<file path="src/rtl/ram_arbiter_pkg.sv">
// Shared types and default geometry for the two-requester ram arbiter.
package ram_arb_pkg;

   localparam int RAM_ADDR_W = 15;
   localparam int RAM_DATA_W = 16;

   typedef enum logic {
      REQ_M0 = 1'b0,
      REQ_M1 = 1'b1
   } req_id_t;

   typedef struct packed {
      logic                  we;
      logic [RAM_ADDR_W-1:0] addr;
      logic [RAM_DATA_W-1:0] wdata;
   } ram_req_t;

   typedef struct packed {
      logic    valid;
      req_id_t id;
   } rd_tag_t;

   function automatic req_id_t gnt_to_id(input logic [1:0] gnt);
      return gnt[1] ? REQ_M1 : REQ_M0;
   endfunction

endpackage

</file>
<file path="src/rtl/ram_arbiter_if.sv">
// One requester's view of the arbiter: valid/ready request channel plus read-response channel.
interface ram_arbiter_if #(
   parameter int ADDR_W = ram_arb_pkg::RAM_ADDR_W,
   parameter int DATA_W = ram_arb_pkg::RAM_DATA_W
);

   logic              req_valid;
   logic              req_ready;
   logic              req_we;
   logic [ADDR_W-1:0] req_addr;
   logic [DATA_W-1:0] req_wdata;
   logic              rsp_valid;
   logic [DATA_W-1:0] rsp_rdata;

   modport master (
      output req_valid, req_we, req_addr, req_wdata,
      input  req_ready, rsp_valid, rsp_rdata
   );

   modport slave (
      input  req_valid, req_we, req_addr, req_wdata,
      output req_ready, rsp_valid, rsp_rdata
   );

endinterface

</file>
<file path="src/rtl/ram_arbiter_rr_arb2.sv">
// Two-way round-robin arbiter: on contention, grants the requester not granted last time.
module rr_arb2
   import ram_arb_pkg::*;
(
   input  logic       clk,
   input  logic       rst_n,
   input  logic [1:0] i_req,
   input  logic       i_accept,
   output logic [1:0] o_gnt
);

   req_id_t    r_last_gnt;
   logic [1:0] w_gnt;

   always_comb begin
      // NOTE: default assignment first keeps every path covered, so no latch is inferred.
      w_gnt = 2'b00;
      unique case (i_req)
         2'b01:   w_gnt = 2'b01;
         2'b10:   w_gnt = 2'b10;
         2'b11:   w_gnt = (r_last_gnt == REQ_M0) ? 2'b10 : 2'b01;
         default: w_gnt = 2'b00;
      endcase
   end

   // Reset value of "last granted = m1" makes m0 the preferred requester after reset.
   always_ff @(posedge clk or negedge rst_n) begin
      // NOTE: non-blocking assignments for all flop state, so every flop sees pre-edge values.
      if (!rst_n) begin
         r_last_gnt <= REQ_M1;
      end else if (i_accept) begin
         r_last_gnt <= gnt_to_id(w_gnt);
      end
   end

   assign o_gnt = w_gnt;

endmodule

</file>
<file path="src/rtl/ram_arbiter.sv">
// Shares a single-port ram between two requesters: request mux, read-tag pipeline, responses.
module ram_arbiter
   import ram_arb_pkg::*;
#(
   parameter int ADDR_W = RAM_ADDR_W,
   parameter int DATA_W = RAM_DATA_W,
   parameter int RD_LAT = 1
) (
   input  logic              clk,
   input  logic              rst_n,
   ram_arbiter_if.slave      m0,
   ram_arbiter_if.slave      m1,
   output logic [ADDR_W-1:0] ram_address,
   output logic [DATA_W-1:0] ram_data,
   output logic              ram_write_enable,
   input  logic [DATA_W-1:0] ram_data_out
);

   logic [1:0]        w_req;
   logic [1:0]        w_gnt;
   logic              w_accept;
   req_id_t           w_gnt_id;
   ram_req_t          w_req_m0;
   ram_req_t          w_req_m1;
   ram_req_t          w_sel;
   rd_tag_t           w_tag_in;
   rd_tag_t           w_tag_out;

   logic [ADDR_W-1:0] r_ram_addr;
   logic [DATA_W-1:0] r_ram_data;
   rd_tag_t           r_tag [RD_LAT];
   logic              r_rsp_valid_m0;
   logic              r_rsp_valid_m1;
   logic [DATA_W-1:0] r_rsp_rdata_m0;
   logic [DATA_W-1:0] r_rsp_rdata_m1;

   // Requests are masked during reset so no ready (and no ram access) can leak out.
   assign w_req = {m1.req_valid, m0.req_valid} & {2{rst_n}};

   rr_arb2 u_rr_arb2 (
      .clk      (clk),
      .rst_n    (rst_n),
      .i_req    (w_req),
      .i_accept (w_accept),
      .o_gnt    (w_gnt)
   );

   assign w_accept     = |w_gnt;
   assign w_gnt_id     = gnt_to_id(w_gnt);
   assign m0.req_ready = w_gnt[0];
   assign m1.req_ready = w_gnt[1];

   assign w_req_m0 = '{we: m0.req_we, addr: m0.req_addr, wdata: m0.req_wdata};
   assign w_req_m1 = '{we: m1.req_we, addr: m1.req_addr, wdata: m1.req_wdata};
   assign w_sel    = (w_gnt_id == REQ_M1) ? w_req_m1 : w_req_m0;

   // The ram sees the granted request live; when idle, address/data park on the last access.
   assign ram_address      = w_accept ? w_sel.addr  : r_ram_addr;
   assign ram_data         = w_accept ? w_sel.wdata : r_ram_data;
   assign ram_write_enable = w_accept & w_sel.we;

   always_ff @(posedge clk or negedge rst_n) begin
      if (!rst_n) begin
         r_ram_addr <= '0;
         r_ram_data <= '0;
      end else if (w_accept) begin
         r_ram_addr <= w_sel.addr;
         r_ram_data <= w_sel.wdata;
      end
   end

   assign w_tag_in = '{valid: w_accept & ~w_sel.we, id: w_gnt_id};

   always_ff @(posedge clk or negedge rst_n) begin
      // NOTE: the tag pipeline is plain flops and is reset, so reads in flight die with reset.
      if (!rst_n) begin
         for (int i = 0; i < RD_LAT; i++) begin
            r_tag[i] <= '0;
         end
      end else begin
         r_tag[0] <= w_tag_in;
         for (int i = 1; i < RD_LAT; i++) begin
            r_tag[i] <= r_tag[i-1];
         end
      end
   end

   // A tag leaves the pipe in the same cycle its data is on ram_data_out.
   assign w_tag_out = r_tag[RD_LAT-1];

   always_ff @(posedge clk or negedge rst_n) begin
      if (!rst_n) begin
         r_rsp_valid_m0 <= 1'b0;
         r_rsp_valid_m1 <= 1'b0;
         r_rsp_rdata_m0 <= '0;
         r_rsp_rdata_m1 <= '0;
      end else begin
         r_rsp_valid_m0 <= w_tag_out.valid & (w_tag_out.id == REQ_M0);
         r_rsp_valid_m1 <= w_tag_out.valid & (w_tag_out.id == REQ_M1);
         if (w_tag_out.valid && w_tag_out.id == REQ_M0) begin
            r_rsp_rdata_m0 <= ram_data_out;
         end
         if (w_tag_out.valid && w_tag_out.id == REQ_M1) begin
            r_rsp_rdata_m1 <= ram_data_out;
         end
      end
   end

   assign m0.rsp_valid = r_rsp_valid_m0;
   assign m1.rsp_valid = r_rsp_valid_m1;
   assign m0.rsp_rdata = r_rsp_rdata_m0;
   assign m1.rsp_rdata = r_rsp_rdata_m1;

endmodule

</file>
<file path="src/flat_wrapper.sv">
// flat-port wrapper written by rule: the top's interface ports become plain ports
module ram_arbiter_flat import ram_arb_pkg::*;
#(
   parameter int ADDR_W = RAM_ADDR_W,
   parameter int DATA_W = RAM_DATA_W,
   parameter int RD_LAT = 1
)
  (clk, rst_n, ram_address, ram_data, ram_write_enable, ram_data_out, m0_req_valid, m0_req_we, m0_req_addr, m0_req_wdata, m0_req_ready, m0_rsp_valid, m0_rsp_rdata, m1_req_valid, m1_req_we, m1_req_addr, m1_req_wdata, m1_req_ready, m1_rsp_valid, m1_rsp_rdata);
  ram_arbiter_if #(.ADDR_W(ADDR_W), .DATA_W(DATA_W)) m0_i ();
  ram_arbiter_if #(.ADDR_W(ADDR_W), .DATA_W(DATA_W)) m1_i ();
  input  logic clk;
  input  logic rst_n;
  output logic [ADDR_W-1:0] ram_address;
  output logic [DATA_W-1:0] ram_data;
  output logic ram_write_enable;
  input  logic [DATA_W-1:0] ram_data_out;
  input wire logic [$bits(m0_i.req_valid)-1:0] m0_req_valid;
  input wire logic [$bits(m0_i.req_we)-1:0] m0_req_we;
  input wire logic [$bits(m0_i.req_addr)-1:0] m0_req_addr;
  input wire logic [$bits(m0_i.req_wdata)-1:0] m0_req_wdata;
  output wire logic [$bits(m0_i.req_ready)-1:0] m0_req_ready;
  output wire logic [$bits(m0_i.rsp_valid)-1:0] m0_rsp_valid;
  output wire logic [$bits(m0_i.rsp_rdata)-1:0] m0_rsp_rdata;
  input wire logic [$bits(m1_i.req_valid)-1:0] m1_req_valid;
  input wire logic [$bits(m1_i.req_we)-1:0] m1_req_we;
  input wire logic [$bits(m1_i.req_addr)-1:0] m1_req_addr;
  input wire logic [$bits(m1_i.req_wdata)-1:0] m1_req_wdata;
  output wire logic [$bits(m1_i.req_ready)-1:0] m1_req_ready;
  output wire logic [$bits(m1_i.rsp_valid)-1:0] m1_rsp_valid;
  output wire logic [$bits(m1_i.rsp_rdata)-1:0] m1_rsp_rdata;
  assign m0_i.req_valid = m0_req_valid;
  assign m0_i.req_we = m0_req_we;
  assign m0_i.req_addr = m0_req_addr;
  assign m0_i.req_wdata = m0_req_wdata;
  assign m0_req_ready = m0_i.req_ready;
  assign m0_rsp_valid = m0_i.rsp_valid;
  assign m0_rsp_rdata = m0_i.rsp_rdata;
  assign m1_i.req_valid = m1_req_valid;
  assign m1_i.req_we = m1_req_we;
  assign m1_i.req_addr = m1_req_addr;
  assign m1_i.req_wdata = m1_req_wdata;
  assign m1_req_ready = m1_i.req_ready;
  assign m1_rsp_valid = m1_i.rsp_valid;
  assign m1_rsp_rdata = m1_i.rsp_rdata;
  ram_arbiter #(.ADDR_W(ADDR_W), .DATA_W(DATA_W), .RD_LAT(RD_LAT)) u_core (.clk(clk), .rst_n(rst_n), .m0(m0_i), .m1(m1_i), .ram_address(ram_address), .ram_data(ram_data), .ram_write_enable(ram_write_enable), .ram_data_out(ram_data_out));
endmodule
</file>
<file path="config.mk">
export PLATFORM = sky130hd
export DESIGN_NAME = ram_arbiter_flat
export DESIGN_NICKNAME = d
export VERILOG_FILES = /design/src/rtl/ram_arbiter_pkg.sv /design/src/rtl/ram_arbiter_if.sv /design/src/rtl/ram_arbiter_rr_arb2.sv /design/src/rtl/ram_arbiter.sv /design/src/flat_wrapper.sv
export SDC_FILE = /design/constraint.sdc
export NUM_CORES = 1
export LEC_CHECK = 0
export ABC_AREA = 1
export BUFFER_PORTS_ARGS = -buffer_cell sky130_fd_sc_hd__buf_2
export CORE_ASPECT_RATIO = 1.25
export CORE_UTILIZATION = 40
export CTS_CLUSTER_SIZE = 40
export DETAILED_ROUTE_END_ITERATION = 8
export GPL_ROUTABILITY_DRIVEN = 0
export GPL_TIMING_DRIVEN = 0
export PLACE_DENSITY_LB_ADDON = 0.2
export SLEW_MARGIN = 20
export SYNTH_ARGS = -nofsm -noshare
export SYNTH_HDL_FRONTEND = slang
export SYNTH_SLANG_ARGS = --single-unit
</file>
<file path="constraint.sdc">
create_clock -name clk -period 1.6 [get_ports clk]
set_input_delay 0.24 -clock clk [delete_from_list [all_inputs] [get_ports clk]]
set_output_delay 0.24 -clock clk [all_outputs]
set_load 0.005 [all_outputs]
</file>
## After elaboration in Yosys (flattened, before gate mapping)

Cells that the tools add are included.

| operators by class | value |
|---|---|
| bitwise operators | 7 |
| muxes and demuxes | 6 |
| reduce and logical (&&, ||, !) cells | 3 |
| equality and inequality tests | 3 |

Operators by type and width:

| cell | count |
|---|---|
| $mux 32 | 1 |
| $mux 16 | 1 |
| $mux 15 | 1 |
| $pmux 2 s3 | 1 |
| $and 1x1->1 | 4 |
| $eq 2x2->1 const B | 2 |
| $and 2x2->2 | 1 |
| $eq 2x1->1 const B | 1 |
| $logic_and 1x1->1 | 2 |
| $mux 2 | 1 |
| $not 1->1 | 2 |
| $reduce_or 2->1 | 1 |
| $mux 1 | 1 |

| word-level totals | value |
|---|---|
| input bits | 84 |
| register bits after elaboration | 68 |
| logic and storage cells | 28 |
| output and inout port bits | 68 |

## Longest topological paths before layout

| logic depth | value |
|---|---|
| depth after elaboration | 7 |
| gate-level depth with buffers | 7 |
| mapped depth without buffers | 7 |

## Cells and area by module

A second synthesis with hierarchy kept.

| second synthesis, totals | value |
|---|---|
| cell total of the unflattened synthesis | 333 |
| area total of the unflattened synthesis | 2,830.2 µm² |

By module, submodules not included:

| module | instances | seq. area each (µm²) | cells an instance | area each (µm²) |
|---|---|---|---|---|
| ram_arbiter | 1 | 1,676.6 | 323 | 2,767.7 |
| rr_arb2 | 1 | 26.3 | 10 | 62.6 |

## Worst setup path after synthesis

No wires, ideal clock.

| timing | value |
|---|---|
| path type | register -> output |
| start point | register u_core.u_rr_arb2.r_last_gnt |
| end point | output port ram_address[0] |
| arrival time | 1.058 ns |
| slack | 0.302 ns |
| buffers on the path | 1 |
| cell stages (with the launch flop) | 7 |
| path through | dfstp_2 -> nand2_1 -> nand2_4 -> buf_4 -> nand2_1 -> nand3_1 -> nand2_1 |

| between the ends | value |
|---|---|
| longest elaborated chain between the ends | 5 |

RTL lines:

| item | RTL line | text |
|---|---|---|
| start, declared | ram_arbiter_rr_arb2.sv:12 | `req_id_t r_last_gnt;` |
| start signal, assigned | ram_arbiter_rr_arb2.sv:32 | `r_last_gnt <= gnt_to_id(w_gnt);` |
| $mux 2 * | ram_arbiter_rr_arb2.sv:21 | `2'b11: w_gnt = (r_last_gnt == REQ_M0) ? 2'b10 : 2'b01;` |
| $pmux 2 s3 * | ram_arbiter_rr_arb2.sv:18 | `unique case (i_req)` |
| $mux 1 | ram_arbiter_pkg.sv:24 | `return gnt[1] ? REQ_M1 : REQ_M0;` |
| $mux 32 | ram_arbiter.sv:55 | `assign w_sel = (w_gnt_id == REQ_M1) ? w_req_m1 : w_req_m0;` |
| $mux 15 * | ram_arbiter.sv:58 | `assign ram_address = w_accept ? w_sel.addr : r_ram_addr;` |
| end, declared | flat_wrapper.sv:13 | `output logic [ADDR_W-1:0] ram_address;` |

Every way passes the cells marked *; elsewhere a longest branch is shown, timed or not.

## Worst setup path after layout

| timing | value |
|---|---|
| start point | register u_core.u_rr_arb2.r_last_gnt |
| end point | output port ram_address[13] |

The elaborated chain is that of the path after synthesis.

==> metrics.txt <==
slowest stage delay, CP=560 ps; DR vias=3041; largest net degree at the start of global routing=26; # setup viols final=33; Data required, critical path=1360 ps; TNS Setup=-5110 ps; Wirelength per Cell=13.0 um; clock sink count=68; endpoints failing hold=0; number of max-cap violations=0; clock slew seen by the registers of the worst setup and hold paths=80 ps; fillcell total=779; fmax=558 MHz; total track usage=0.211; RSZ-0062 raised after global routing=true; antenna-violating nets left=0; crit path cell chain=nand2_4, nand2_8, buf_6, nand2_2, nand2_1, nand2_1, nand2_1, buf_2; YS warnings=0; cts bufs inserted=9; routed wl met3=596 um; CP Class=flip-flop to output port; FF/Latch Area=0.00170 mm2; fin crit share=1.12; DRT iter0 DRCs=98; met2 WL=4.32 mm; Syn Std Cell Area=0.00321 mm2; Starting Density=0.412; synth unique cells=18; Clock Tree Root=clkbuf_8; worst hold path type=primary input to flip-flop; Slew headroom=0.383; Worst setup EP type=output port; drt pass-1 iters=4; Seq/Total Area, Yosys=0.531; core region area=0.00779 mm2; latest clock arrival within the worst-skew pair=340 ps; # port buffers=151; critical path peak fanout=5; cell area after layout=0.00462 mm2; failing checks=setup timing; # DRC=0; vias per cell=4.66; Nets=638; Startpoint Class=flip-flop; PwrDens=1150 mW/mm2; Die Ht=102 um; crit path DAT=1550 ps; final clock skew=8.43 ps; Antenna Cells=0; Final WS setup=-192 ps; Die Width=82.1 um; fin. max-slew vios=0; die area=0.00838 mm2; Mapped Nets=464; Worst path most repeated cell=nand2_1; layout cells sized above 1=0.423; syn avg cell area=8.44 um2; worst-margin pin slew=923 ps; initial antenna violation count=0; min Tclk post-route=1790 ps; Area Overhead vs Synth=44.2%; vias in the first global route=2880; first-pass GRT wire length=13.2 mm; total global routing overflow=0; Mapped Cells=380; DPL Wire Length=5.95 mm; met1 WL=3.41 mm; row count=36; Leak=2.69 nW; DP Area=0.00411 mm2; highest metal used=met4; status=finished with violations; I/O pins=152; Max IR drop VDD=0.656 mV; register bit total from synthesis=68; area occupied by multi-input gates=0.00123 mm2; Routed WL=8.49 mm; CTS max path bufs=2; H-tree depth=3; CTS tree=built; Critical-path top delay cell=dfstp_2
layer usage:
layer,global-route usage,up-vias
li1,-,1524
met1,0.244,1385
met2,0.360,117
met3,0.0509,15
met4,0.105,0
met5,0,-
cells in the mapped netlist:
master / number / area (um2)
inv_1: 52 / 195
dfrtp_1: 67 / 1680
dfstp_2: 1 / 26.3
nand3_1: 31 / 155
nand2_4: 1 / 11.3
a21oi_1: 1 / 5.00
inv_2: 2 / 7.51
clkbuf_1: 2 / 7.51
buf_2: 13 / 65.1
buf_6: 4 / 45.0
nor2_1: 2 / 7.51
buf_4: 3 / 22.5
o21ai_2: 16 / 140
nand2_1: 132 / 495
nand2_2: 4 / 25.0
nand3b_1: 30 / 225
or2_1: 1 / 6.26
o21ai_0: 18 / 90.1
cell type report:
type / instances / share of cell area
flip-flops and latches: 68 / 0.368
well taps: 95 / 0.0257
clock inverters: 6 / 0.0298
inverters: 54 / 0.0444
repair buffers: 163 / 0.203
multi-input cells: 236 / 0.265
plain buffers: 22 / 0.0368
clock buffers: 9 / 0.0268
cell families (layout without fill, tap and decap cells):
group                  after synthesis  in the layout  synth area share
AOI/OAI and AO/OA                   35             35            0.0733
buffers and inverters               76            254             0.107
DFF                                 68             68             0.531
and+or+nand+nor                    201            201             0.289
through the flow:
stage               setup WS [ps]  power [mW]  instances   util  hold slack, ps
global route                 -274        5.66        653  0.593             146
detailed placement           -488        3.43        627  0.528             186
global placement            -1230        3.39        626  0.524             456
floorplan                     302        2.82        380      -           -55.6
CTS                          -207        5.36        651  0.584             140
finish                       -192        5.34        653  0.593             153
state kept, by name, summed over array words and instances, names as in the netlist:
name	cells
u_core.u_rr_arb2.r_last_gnt	1
u_core.r_tag	2
u_core.m1.rsp_rdata	16
u_core.m0.rsp_valid	1
u_core.r_ram_addr	15
u_core.r_ram_data	16
u_core.m1.rsp_valid	1
u_core.m0.rsp_rdata	16
timing repair:
item	in CTS	in global routing
buffers inserted	4	3
hold buffers	4	0
pin swaps	1	2
gates cloned	1	0
endpoints found under the setup margin	33	33
endpoints found under the hold margin	45	0
gates resized for setup	20	18
power by group:
part	internal [mW]	switching [mW]	leakage (nW)	total, mW
registers	2.06	0.146	0.829	2.21
logic	0.623	0.650	1.73	1.27
clock network	1.19	0.669	0.129	1.86
placed cells by master (no fill, tap or decap), drive strengths merged:
cell type	netlist	final
bufinv	0	4
buf	20	179
nor2	2	2
a21oi	1	1
or2	1	1
inv	54	54
nand2	137	137
dlygate4sd3	0	3
dfstp	1	1
clkbuf	2	11
clkinv	0	2
o21ai	34	34
bufbuf	0	1
nand3b	30	30
dfrtp	67	67
nand3	31	31
worst paths after layout:
path                                                           end                                    start  slack (ps)  depth (start not counted)
worst max-delay path                               ram_address[13]  u_core.u_rr_arb2.r_last_gnt$_DFFE_PN1P_        -190                          8
worst min-delay path            u_core.m0.rsp_rdata[3]$_DFFE_PN0P_                          ram_data_out[3]         150                          3
worst max register to register           u_core.r_tag[1]$_DFF_PN0_  u_core.u_rr_arb2.r_last_gnt$_DFFE_PN1P_         120                         10
worst min register to register      u_core.r_ram_data[4]$_DFF_PN0_           u_core.r_ram_data[4]$_DFF_PN0_         470                          2
max in group asynchronous           u_core.r_ram_addr[3]$_DFF_PN0_                                    rst_n         350                          3
min in group asynchronous       u_core.m1.rsp_rdata[5]$_DFFE_PN0P_                                    rst_n         520                          3
worst max-delay path: cells and delay by family, from the launching register on:
family	cells	cell delay (ps)
flops	1	560
buf+inv	2	250
simple gates	6	410
Power figures use the tool's default switching activity.
